--- src/rtl/freqmeter_pkg.sv ---
// -----------------------------------------------------------------------------
// freqmeter_pkg
// Shared definitions for the frequency-meter controller.
//   state_t             : controller FSM states (IDLE, CLEAR, GATE, LOAD)
//   GATE_CYCLES_DEFAULT : default gate-window length in clk cycles
// -----------------------------------------------------------------------------
package freqmeter_pkg;

    typedef enum logic [1:0] {
        IDLE  = 2'd0,
        CLEAR = 2'd1,
        GATE  = 2'd2,
        LOAD  = 2'd3
    } state_t;

    localparam int GATE_CYCLES_DEFAULT = 1000;

endpackage : freqmeter_pkg

--- src/rtl/freqmeter_ctrl_edge_sync.sv ---
// -----------------------------------------------------------------------------
// edge_sync
// Optional input synchronizer followed by a rising-edge detector for sig_in.
// Configuration macro: FREQMETER_SYNC_EN
//   defined   : sig_in -> meta flop -> sample flop -> prev flop (2-flop sync)
//   undefined : sig_in -> sample flop -> prev flop
// Ports:
//   clk    in  : clock
//   reset  in  : synchronous active-high reset, clears every flop
//   sig_in in  : external pulse train
//   rise   out : one-cycle pulse, sampled sig_in high while previous sample low
// -----------------------------------------------------------------------------
module edge_sync (
    input  logic clk,
    input  logic reset,
    input  logic sig_in,
    output logic rise
);

    logic samp_reg;
    logic prev_reg;

`ifdef FREQMETER_SYNC_EN
    logic meta_reg;

    always_ff @(posedge clk) begin
        if (reset) begin
            meta_reg <= 1'b0;
            samp_reg <= 1'b0;
        end else begin
            meta_reg <= sig_in;
            samp_reg <= meta_reg;
        end
    end
`else
    always_ff @(posedge clk) begin
        if (reset) begin
            samp_reg <= 1'b0;
        end else begin
            samp_reg <= sig_in;
        end
    end
`endif

    always_ff @(posedge clk) begin
        if (reset) begin
            prev_reg <= 1'b0;
        end else begin
            prev_reg <= samp_reg;
        end
    end

    // High for exactly one cycle per low-to-high transition of the sample.
    assign rise = samp_reg & ~prev_reg;

endmodule : edge_sync

--- src/rtl/freqmeter_ctrl.sv ---
// -----------------------------------------------------------------------------
// freqmeter_ctrl
// Gate-window controller for a frequency meter driving a 3-digit BCD counter.
// Cycle: CLEAR (counter cleared) -> GATE (GATE_CYCLES cycles, edges counted)
// -> LOAD (display register loaded) -> CLEAR ... while run is high.
// Configuration macro: FREQMETER_SYNC_EN (adds a 2-flop synchronizer on sig_in
// inside edge_sync; en_cnt then arrives one cycle later).
// Parameter:
//   GATE_CYCLES : gate window length in clk cycles (>= 2)
// Ports:
//   clk         in  : clock
//   reset       in  : synchronous active-high reset
//   run         in  : 1 = measure continuously, 0 = idle
//   sig_in      in  : pulse train to be measured
//   carry_in    in  : carry from the downstream counter (count at 999)
//   en_cnt      out : count enable, one cycle per counted sig_in rise
//   cnt_reset   out : clear to downstream counter (IDLE, CLEAR)
//   cnt_load    out : one-cycle load strobe to display register (LOAD)
//   gate_active out : gate window open (GATE)
//   ovf         out : last completed window exceeded 999 counts
//   meas_valid  out : at least one window completed since reset
// -----------------------------------------------------------------------------
module freqmeter_ctrl
    import freqmeter_pkg::*;
#(
    parameter int GATE_CYCLES = GATE_CYCLES_DEFAULT
) (
    input  logic clk,
    input  logic reset,
    input  logic run,
    input  logic sig_in,
    input  logic carry_in,
    output logic en_cnt,
    output logic cnt_reset,
    output logic cnt_load,
    output logic gate_active,
    output logic ovf,
    output logic meas_valid
);

    localparam int CW = $clog2(GATE_CYCLES);
    localparam logic [CW-1:0] GATE_LAST = CW'(GATE_CYCLES - 1);

    state_t          state_reg;
    state_t          state_next;
    logic [CW-1:0]   gate_cnt_reg;
    logic            ovf_acc_reg;
    logic            ovf_reg;
    logic            meas_valid_reg;
    logic            rise;

    edge_sync u_edge_sync (
        .clk    (clk),
        .reset  (reset),
        .sig_in (sig_in),
        .rise   (rise)
    );

    // State register
    always_ff @(posedge clk) begin
        if (reset) begin
            state_reg <= IDLE;
        end else begin
            state_reg <= state_next;
        end
    end

    // Gate counter: held at zero outside GATE so every window starts fresh.
    always_ff @(posedge clk) begin
        if (reset || (state_reg != GATE)) begin
            gate_cnt_reg <= '0;
        end else begin
            gate_cnt_reg <= gate_cnt_reg + CW'(1);
        end
    end

    // Next-state and output decode
    always_comb begin
        state_next  = state_reg;
        en_cnt      = 1'b0;
        cnt_reset   = 1'b0;
        cnt_load    = 1'b0;
        gate_active = 1'b0;
        case (state_reg)
            IDLE: begin
                cnt_reset = 1'b1;
                if (run) begin
                    state_next = CLEAR;
                end
            end
            CLEAR: begin
                cnt_reset  = 1'b1;
                state_next = run ? GATE : IDLE;
            end
            GATE: begin
                gate_active = 1'b1;
                en_cnt      = rise;
                // Dropping run aborts the window even on its last cycle.
                if (!run) begin
                    state_next = IDLE;
                end else if (gate_cnt_reg == GATE_LAST) begin
                    state_next = LOAD;
                end
            end
            LOAD: begin
                cnt_load   = 1'b1;
                state_next = run ? CLEAR : IDLE;
            end
            default: begin
                state_next = IDLE;
            end
        endcase
    end

    // Overflow accumulator: the downstream counter wraps when it is enabled
    // while already at 999, which is exactly carry_in together with en_cnt.
    always_ff @(posedge clk) begin
        if (reset || (state_reg == CLEAR)) begin
            ovf_acc_reg <= 1'b0;
        end else if ((state_reg == GATE) && carry_in && en_cnt) begin
            ovf_acc_reg <= 1'b1;
        end
    end

    // Result flags only move on a completed window; aborts leave them alone.
    always_ff @(posedge clk) begin
        if (reset) begin
            ovf_reg        <= 1'b0;
            meas_valid_reg <= 1'b0;
        end else if (state_reg == LOAD) begin
            ovf_reg        <= ovf_acc_reg;
            meas_valid_reg <= 1'b1;
        end
    end

    assign ovf        = ovf_reg;
    assign meas_valid = meas_valid_reg;

endmodule : freqmeter_ctrl

--- config.mk ---
export PLATFORM = sky130hd
export DESIGN_NAME = freqmeter_ctrl
export DESIGN_NICKNAME = d
export VERILOG_FILES = /design/src/rtl/freqmeter_pkg.sv /design/src/rtl/freqmeter_ctrl_edge_sync.sv /design/src/rtl/freqmeter_ctrl.sv
export SDC_FILE = /design/constraint.sdc
export NUM_CORES = 1
export LEC_CHECK = 0
export CAP_MARGIN = 20
export CORE_MARGIN = 2
export CORE_UTILIZATION = 40
export CTS_CLUSTER_SIZE = 25
export DETAILED_ROUTE_END_ITERATION = 8
export PLACE_DENSITY_LB_ADDON = 0.2
export SLEW_MARGIN = 20
export SYNTH_ARGS = -nofsm -noshare
export SYNTH_HDL_FRONTEND = slang
export SYNTH_SLANG_ARGS = --single-unit
--- constraint.sdc ---
create_clock -name clk -period 1.95 [get_ports clk]
set_clock_uncertainty 0.2 [all_clocks]
set_input_delay 0.585 -clock clk [delete_from_list [all_inputs] [get_ports clk]]
set_output_delay 0.585 -clock clk [all_outputs]
set_load 0.02 [all_outputs]
Yosys cells after proc, flatten, opt, wreduce, memory -nomap -nowiden:

Index checks and enable logic that the tools add are counted.

* bits of input ports: 5
* output and inout bits: 6
* register bits after elaboration: 17
* logic and storage cells: 34

* equal/unequal tests: 7
* reduce and logical (&&, ||, !) cells: 7
* $add $sub $neg: 1
* bitwise gates (word level): 2
* multiplexer cells: 10

Operator list (count)
* adder 10 x 1 -> 10 bit (second input constant): 1
* equality test 10 bit (second input constant): 1
* 2-to-1 mux 2 bit: 4
* one-hot mux 2 bit (4 select lines): 1
* 2-to-1 mux 1 bit: 5
* equality test 2 bit (second input constant): 2
* != test 2 bit (second input constant): 2
* != test 3 bit (second input constant): 1
* equality test 2 x 1 -> 1 bit (second input constant): 1
* logical AND 1 bit: 2
* zero test 2 bit: 1
* logical OR 1 bit: 2
* AND reduction 2 bit: 1
* OR reduction 2 bit: 1
* AND 1 bit: 1
* inverter 1 bit: 1

Longest topological paths before layout:

Gate-level depths: netlist (run 1).

* depth after elaboration: 4
* mapped depth: 4
* gate-level depth less buffers: 4

Hierarchy:

Synthesis (run 1) repeated with hierarchy kept, for this count alone.

* cells, all modules: 72
* area total of the unflattened synthesis: 684.4 um2

Modules (own cells, without submodules)
* freqmeter_ctrl: times used 1, area each 623.1 um2, cells an instance 67
* edge_sync: times used 1, area each 61.3 um2, cells an instance 5

Worst setup path after synthesis (run 1):

No wires, ideal clock.

* path type: flip-flop to output port
* start point: reg state_reg[0]
* end point: out en_cnt
* arrival: 1.103 ns
* cell stages (with the launch flop): 2
* required time: 1.165 ns
* buffers on the path: 0
* setup slack: 0.062 ns
* path through: dfxtp_1 > nor4bb_1

* cells in the longest elaborated chain, start to end: 2

RTL lines
* from (decl): line freqmeter_ctrl.sv:44 `state_t state_reg;`
* from (signal assigned): line freqmeter_ctrl.sv:64 `state_reg <= state_next;`
* equality test 2 bit: line freqmeter_ctrl.sv:84 `case (state_reg)`
* 2-to-1 mux 1 bit: line freqmeter_ctrl.sv:84
* to (decl): line freqmeter_ctrl.sv:33 `output logic en_cnt,`

Every way passes these cells.

Worst setup path in the final report (run 1):

* start point: reg state_reg[0]
* end point: out gate_active

* cells in the longest elaborated chain, start to end: 2

RTL lines
* equality test 2 bit: line freqmeter_ctrl.sv:84
* 2-to-1 mux 1 bit: line freqmeter_ctrl.sv:84
* to (decl): line freqmeter_ctrl.sv:36 `output logic gate_active,`

Every way passes these cells.

==> flow_summary.yaml, run 1 <==
logic_synthesis:
  yosysTopAreaCell: "dfxtp_1"
  synth_compound_area_share_pct: 12.43
  synth_top_family_by_area: "simple AND/OR/NAND/NOR gates"
  synth_xor_area_share_pct: 3.839
  synthTopCellsByArea: "dfxtp_1 50%, a21oi_1 4.4%, nor2_1 3.3%, o31ai_1 3.3%, or4_1 3.3%"
  ys_types: 29
  syn_area_sq_um: 684.4
  ys_ff_latch: 17
  synth.avg_cell_area_sq_um: 9.777
  ys_warn_count: 0
  yosysSeqAreaShare_pct: 49.73
  synthSimpleGateAreaFrac_pct: 29.62
  synthMuxAreaShare_pct: 1.463
  synth_top_area_share_pct: 49.73
  syn_inst: 70
  syn-num-nets: 76
  synth_fa_ha_area_share_pct: 1.828
sta:
  finalHoldViolations: 0
  fin_crit_ns: 1.919
  worst_slew_pin_slew_ns: 0.3459
  finalMaxSlewViolations: 0
  rsz0062_at_grt: "true"
  finalSetupViolCount: 0
  slew_headroom_pct: 76.94
  post-route-period-util_pct: 98.40
  max_freq_mhz: 521.2
min_path:
  hold_path_class: "reg -> reg"
  hold_path.startpoint: "gate_cnt_reg[0]"
clock_network:
  cts_tree: "done"
  clkTransAtPathRegs_ns: 0.09
  numCtsBuffers: 3
  clock_latency_ns: 0.28
  cts-root-to-sink-buffers: 2
  cts_sinks: 17
  ctsHoldBuffers: 0
  htree_levels: 1
  cts_root_buffer: "clkbuf_4"
drt:
  drtIter0Drc: 13
  drc: 0
  vias: 567
  ant_nets: 0
  dr.pass1.iters: 2
  wl_per_cell_um: 11.79
  routed_wirelength_mm: 1.238
  vias_per_cell: 5.400
outcome:
  status: "finished clean"
place:
  placed_area_sq_um: 845.8
  dp.cells: 101
  gp_congestion: 0.7022
  dp_hpwl_um: 905.4
  port_buffers: 10
worst_setup_path:
  cp.arrival_ns: 1.13
  startpoint: "state_reg[0]"
  crit_required_ns: 1.16
  crit_type: "reg -> out"
  r2r-start: "gate_cnt_reg[0]"
  cp_max_fo: 4
  endpoint_kind: "output pin"
  crit_path_start_kind: "register"
final_layout:
  syn2layout_area_growth_pct: 27.61
  final_util_pct: 56.02
  drive_gt1_share_pct: 23.60
  layoutNonFillerInstCount: 105
  n_antenna_cell: 0
  fin_area_sq_um: 873.3
  fin_nets: 96
  largest_reg_flops: 10
global_routing:
  grt_usage_pct: 15.75
  grt_pass1_wl_mm: 2.352
  grt_pass1_vias: 571
  antenna_found_initial: 0
  grt_max_degree: 10
  overflow: 0
floorplanning:
  start_util_pct: 43.90
  die_width_um: 45.37
  dieArea_sq_um: 2058
  coreArea_sq_um: 1559
  die_h_um: 45.37
  rows: 14
  ios: 11
power:
  power_density_nw_per_um2: 653.7
  leakage_nw: 0.3272
  peakVddDrop_mv: 0.3376
  p_total_mw: 0.5709
job:
  maxCapViolCount: 0
## power breakdown
group          switching (mW)  internal (mW)
clock network           0.101         0.0795
logic                  0.0135         0.0215
registers             0.00329          0.352
total                   0.118          0.453
## path summary, 6_finish.rpt
check | endpoint | slack, ns | cells after the start
hold / removal | gate_cnt_reg[0] | 0.25 | 1
setup reg to reg | state_reg[0] | 0.24 | 4
setup / recovery | gate_active | 0.03 | 3
hold reg to reg | gate_cnt_reg[0] | 0.25 | 1
## cells in the final DEF (no fill, tap or decap), types with 2 or more instances in the layout
cell / count
dfxtp_1: 16
buf_4: 7
nor2_1: 6
a21oi_1: 6
nand2_1: 4
clkdlybuf4s50_1: 4
and2_1: 3
nand3_1: 3
o31ai_1: 3
or4_1: 3
clkbuf_4: 3
nor3_1: 2
o21ai_0: 2
xnor2_1: 2
nor2b_1: 2
dlygate4sd2_1: 2
buf_2: 2
## synthesized netlist by cell type
cell type	n
o21ba_2	1
a21oi_1	6
nor2b_1	2
a211oi_2	1
mux2i_1	1
nor3_1	2
or4_4	1
nor4bb_1	1
or2b_1	1
xnor2_1	2
or3_2	1
or3_1	1
and2_1	3
or4_1	3
nand4_2	1
or2b_2	1
xor2_1	1
nand2_1	4
and2b_2	1
inv_1	1
dfxtp_1	17
nand2b_1	1
and2b_1	1
o31ai_1	3
clkbuf_1	1
ha_1	1
o21ai_0	2
nand3_1	3
nor2_1	6
## stage by stage
stage               hold slack, ns  worst slack [ns]    TNS, ns
finish                      0.2485           0.03119          0
floorplan                   0.2175           0.06227          0
global route                0.2810         -0.004328  -0.008439
CTS                         0.2551         -0.007174  -0.007174
global placement            0.2299           -0.1233    -0.1962
detailed placement          0.2396           -0.1457    -0.2109
## cell families after synthesis
kind of cell | after synthesis
simple gates | 33
fa+ha+maj | 1
xor+xnor | 3
flops | 17
buf+inv | 2
compound gates | 13
mux | 1
## area by class of cell
cell class                 count  area (sq um)
tap                           16         20.02
multi-input combinational     51         351.6
fill                         149         685.7
timing repair buffer          16         130.1
sequential                    17         341.6
clock buffer                   4         26.28
inverter                       1         3.754
## per-layer routing
metal	vias to the layer above	part of all wire, %	global-route usage [%]
met5	-	0	0
met4	0	0	3.529
met3	0	4.3	7.200
met2	6	47	25.14
met1	273	49	19.36
li1	288	-	-
## timing repair
action                                  in CTS  in global routing
buffers inserted                             0                  0
hold endpoints to repair                     0                  0
resized for setup                           16                  5
pin swaps                                    0                  1
endpoints found under the setup margin       6                  3
## critical path, stage by stage (launching register included)
cell and delay (ns):
dfxtp_2 0.34, buf_4 0.13, and2b_1 0.21, buf_2 0.17
Power figures use the tool's default switching activity.
==> run 2: changes to the inputs <==
Settings changed: RECOVER_POWER set to 25, SKIP_CTS_REPAIR_TIMING set to 1.
==> flow_summary.yaml, run 2 (synthesis results as in run 1) <==
clock_network:
  htree_levels: 1
  clkTransAtPathRegs_ns: 0.09
  cts_sinks: 17
  cts_root_buffer: "clkbuf_4"
  cts-root-to-sink-buffers: 2
  cts_tree: "done"
  numCtsBuffers: 3
  clock_latency_ns: 0.28
power:
  peakVddDrop_mv: 0.3401
  leakage_nw: 0.3660
  power_density_nw_per_um2: 650.2
global_routing:
  globalRouteMet2Util_pct: 23.71
  antenna_found_initial: 0
  overflow: 0
  grt_usage_pct: 15.33
  grt_max_degree: 10
  gr-usage-met1_pct: 19.36
  use_met3_pct: 7.200
  grt_pass1_wl_mm: 2.290
  grt_pass1_vias: 563
  top_usage_layer: "met2"
place:
  dp.cells: 101
  gp_congestion: 0.7022
  port_buffers: 10
  dp_hpwl_um: 905.4
min_path:
  hold_path_class: "reg -> reg"
floorplanning:
  die_width_um: 45.37
  start_util_pct: 43.90
  coreArea_sq_um: 1559
  die_h_um: 45.37
  ios: 11
  dieArea_sq_um: 2058
  rows: 14
job:
  maxCapViolCount: 0
final_layout:
  layoutNonFillerInstCount: 105
  fin_nets: 96
  largest_reg_flops: 10
  final_cell_mix: "17 x dfxtp_1, 6 x nor2_1, 6 x a21oi_1, 5 x buf_4"
  syn2layout_area_growth_pct: 27.79
  nFillCells: 151
  n_antenna_cell: 0
  final_common_cell: "dfxtp_1"
  drive_gt1_share_pct: 20.22
  final_util_pct: 56.10
drt:
  drtIter0Drc: 11
  wl_per_cell_um: 11.94
  routed_wirelength_mm: 1.254
  vias_per_cell: 5.419
  drc: 0
  vias: 569
  dr.pass1.iters: 2
  ant_nets: 0
worst_setup_path:
  cp_slowest_cell: "dfxtp_1"
  path_cells: "buf_4 > and2b_1 > clkbuf_2"
  crit_family: "flip-flops"
  endpoint_kind: "output pin"
  crit_required_ns: 1.16
  crit_buf_inv: 2
  crit_path_start_kind: "register"
  crit_path_max_incr_delay_ns: 0.33
  crit_type: "reg -> out"
  cp_max_fo: 4
  cp.arrival_ns: 1.14
sta:
  timing.setup.tns_ns: 0
  holdWs_ns: 0.2487
  slew_headroom_pct: 76.71
  fin_crit_ns: 1.929
  worst_slew_pin_slew_ns: 0.3494
  post-route-period-util_pct: 98.94
  finalSetupViolCount: 0
  rsz0062_at_grt: "true"
  finalHoldViolations: 0
  finalMaxSlewViolations: 0
  max_freq_mhz: 518.3
outcome:
  status: "finished clean"
==> run 2: layout make-up <==
type / count / area (sq um) / share of cell area (%)
sequential: 17 / 340.3 / 38.91
timing repair buffer: 16 / 141.4 / 16.17
tap: 16 / 20.02 / 2.289
clock buffer: 4 / 26.28 / 3.004
multi-input combinational: 51 / 342.8 / 39.20
inverter: 1 / 3.754 / 0.4292
==> run 2: final timing paths <==
| path | start | cells past startpoint | to | slack [ns] |
|---|---|---|---|---|
| setup reg to reg | gate_cnt_reg[0] | 4 | state_reg[0] | 0.25 |
| hold / removal | gate_cnt_reg[0] | 1 | gate_cnt_reg[0] | 0.25 |
| hold reg to reg | gate_cnt_reg[0] | 1 | gate_cnt_reg[0] | 0.25 |
| setup / recovery | state_reg[0] | 3 | gate_active | 0.02 |
==> run 2: where the power goes <==
part | internal [mW] | switching (mW)
combinational | 0.0197 | 0.0136
sequential | 0.352 | 0.00251
clock | 0.0795 | 0.102
==> run 2: metrics by stage <==
stage               setup WS, ns  power [mW]  cell area, sq um
floorplan                0.06227      0.3756             684.4
global placement         -0.1233      0.3967             845.8
detailed placement       -0.1457      0.3971             845.8
CTS                      -0.4726      0.5806             872.1
global route            -0.04463      0.5966             874.6
finish                   0.02063      0.5686             874.6
==> run 2: worst register-to-register path, delay by kind of cell, from the launching register on <==
| kind | cells | cell delay, ns |
|---|---|---|
| AOI/OAI and AO/OA | 1 | 0.22 |
| adders and majority gates | 1 | 0.21 |
| DFF | 1 | 0.36 |
| and+or+nand+nor | 2 | 0.64 |
==> run 2: per-layer routing <==
metal / part of all wire (%) / wire length (um) / vias to the layer above
li1: - / - / 288
met3: 4.2 / 53 / 0
met5: 0 / 0 / -
met2: 47 / 591 / 6
met4: 0 / 0 / 0
met1: 49 / 610 / 275
==> run 3: changes to the inputs <==
Settings changed: GPL_TIMING_DRIVEN set to 0.
==> flow_summary.yaml, run 3 (synthesis results as in run 1) <==
worst_setup_path:
  crit_buf_inv: 1
  crit_family: "flip-flops"
  cp.arrival_ns: 1.14
  cp_slowest_cell: "dfxtp_2"
  crit_path_max_incr_delay_ns: 0.37
  crit_path_start_kind: "register"
  path_cells: "nor4bb_4 > buf_4"
  crit_type: "reg -> out"
  crit_required_ns: 1.16
  cp_max_fo: 5
  endpoint_kind: "output pin"
final_layout:
  fin_nets: 91
  final_cell_mix: "16 x dfxtp_1, 6 x nor2_1, 6 x a21oi_1, 4 x nand2_1"
  final_common_cell: "dfxtp_1"
  drive_gt1_share_pct: 20.24
  n_antenna_cell: 0
  largest_reg_flops: 10
  fin_area_sq_um: 847.1
  layoutNonFillerInstCount: 100
  syn2layout_area_growth_pct: 23.77
place:
  dp_hpwl_um: 946.9
  port_buffers: 10
  place_ws_ns: -0.2301
  dp.cells: 96
  gp_congestion: 0.6974
  placed_area_sq_um: 804.5
drt:
  dr.pass1.iters: 4
  ant_nets: 0
  routed_wirelength_mm: 1.299
  drc: 0
  dr.max_layer_used: "met4"
  wl_met1_um: 612
  vias: 540
  drtIter0Drc: 9
  route.met3.wl_um: 58
  vias_per_cell: 5.400
  wl_per_cell_um: 12.99
  met2WireLength_um: 614
clock_network:
  clkTransAtPathRegs_ns: 0.11
  htree_levels: 1
  cts_tree: "done"
  cts-root-to-sink-buffers: 2
  numCtsBuffers: 3
  clock_latency_ns: 0.30
  cts_sinks: 17
  cts_root_buffer: "clkbuf_4"
power:
  p_total_mw: 0.5871
  leakage_nw: 0.3217
  peakVddDrop_mv: 0.3973
  power_density_nw_per_um2: 693.1
global_routing:
  grt_pass1_wl_mm: 2.221
  antenna_found_initial: 0
  overflow: 0
  grt_usage_pct: 15.76
  grt_pass1_vias: 542
  grt_max_degree: 12
sta:
  finalSetupViolCount: 0
  fin_crit_ns: 1.920
  post-route-period-util_pct: 98.47
  slew_headroom_pct: 75.52
  finalMaxSlewViolations: 0
  worst_slack_ns: 0.02977
  finalHoldViolations: 0
  rsz0062_at_grt: "true"
  max_freq_mhz: 520.8
  holdWs_ns: 0.2627
  worst_slew_pin_slew_ns: 0.3672
floorplanning:
  rows: 14
  start_util_pct: 43.90
  die_h_um: 45.37
  coreArea_sq_um: 1559
  die_width_um: 45.37
  ios: 11
  dieArea_sq_um: 2058
job:
  maxCapViolCount: 0
min_path:
  hold_path_class: "reg -> reg"
outcome:
  status: "finished clean"
-- run 3: per-stage QoR --
| step | util [%] | setup TNS (ns) |
|---|---|---|
| finish | 54.33 | 0 |
| global route | 54.33 | -0.09411 |
| CTS | 53.53 | -1.759 |
| detailed placement | 51.61 | -1.403 |
| global placement | 51.61 | -1.327 |
| floorplan | - | 0 |
-- run 3: final cells by class --
type,instances,area [sq um]
buffer,1,3.754
clock buffer,3,22.52
clock inverter,1,7.507
fill,151,711.9
inverter,1,3.754
multi-input combinational,51,352.8
sequential,17,341.6
tap,16,20.02
timing repair buffer,10,95.09
-- run 3: final timing paths --
kind | from | endpoint | slack (ns) | depth (start not counted)
max | state_reg[0] | en_cnt | 0.03 | 2
min | gate_cnt_reg[0] | gate_cnt_reg[0] | 0.26 | 1
max reg2reg | gate_cnt_reg[0] | state_reg[0] | 0.23 | 4
min reg2reg | gate_cnt_reg[0] | gate_cnt_reg[0] | 0.26 | 1
-- run 3: metal layers --
| metal | global-route usage [%] | vias up |
|---|---|---|
| li1 | - | 277 |
| met3 | 7.600 | 2 |
| met1 | 17.44 | 253 |
| met2 | 25.43 | 8 |
| met4 | 7.059 | 0 |
| met5 | 0 | - |
-- run 3: power by group --
group,leakage [nW],switching (mW),internal (mW)
clock network,0.0139,0.124,0.0783
logic,0.170,0.0116,0.0169
registers,0.138,0.00431,0.352
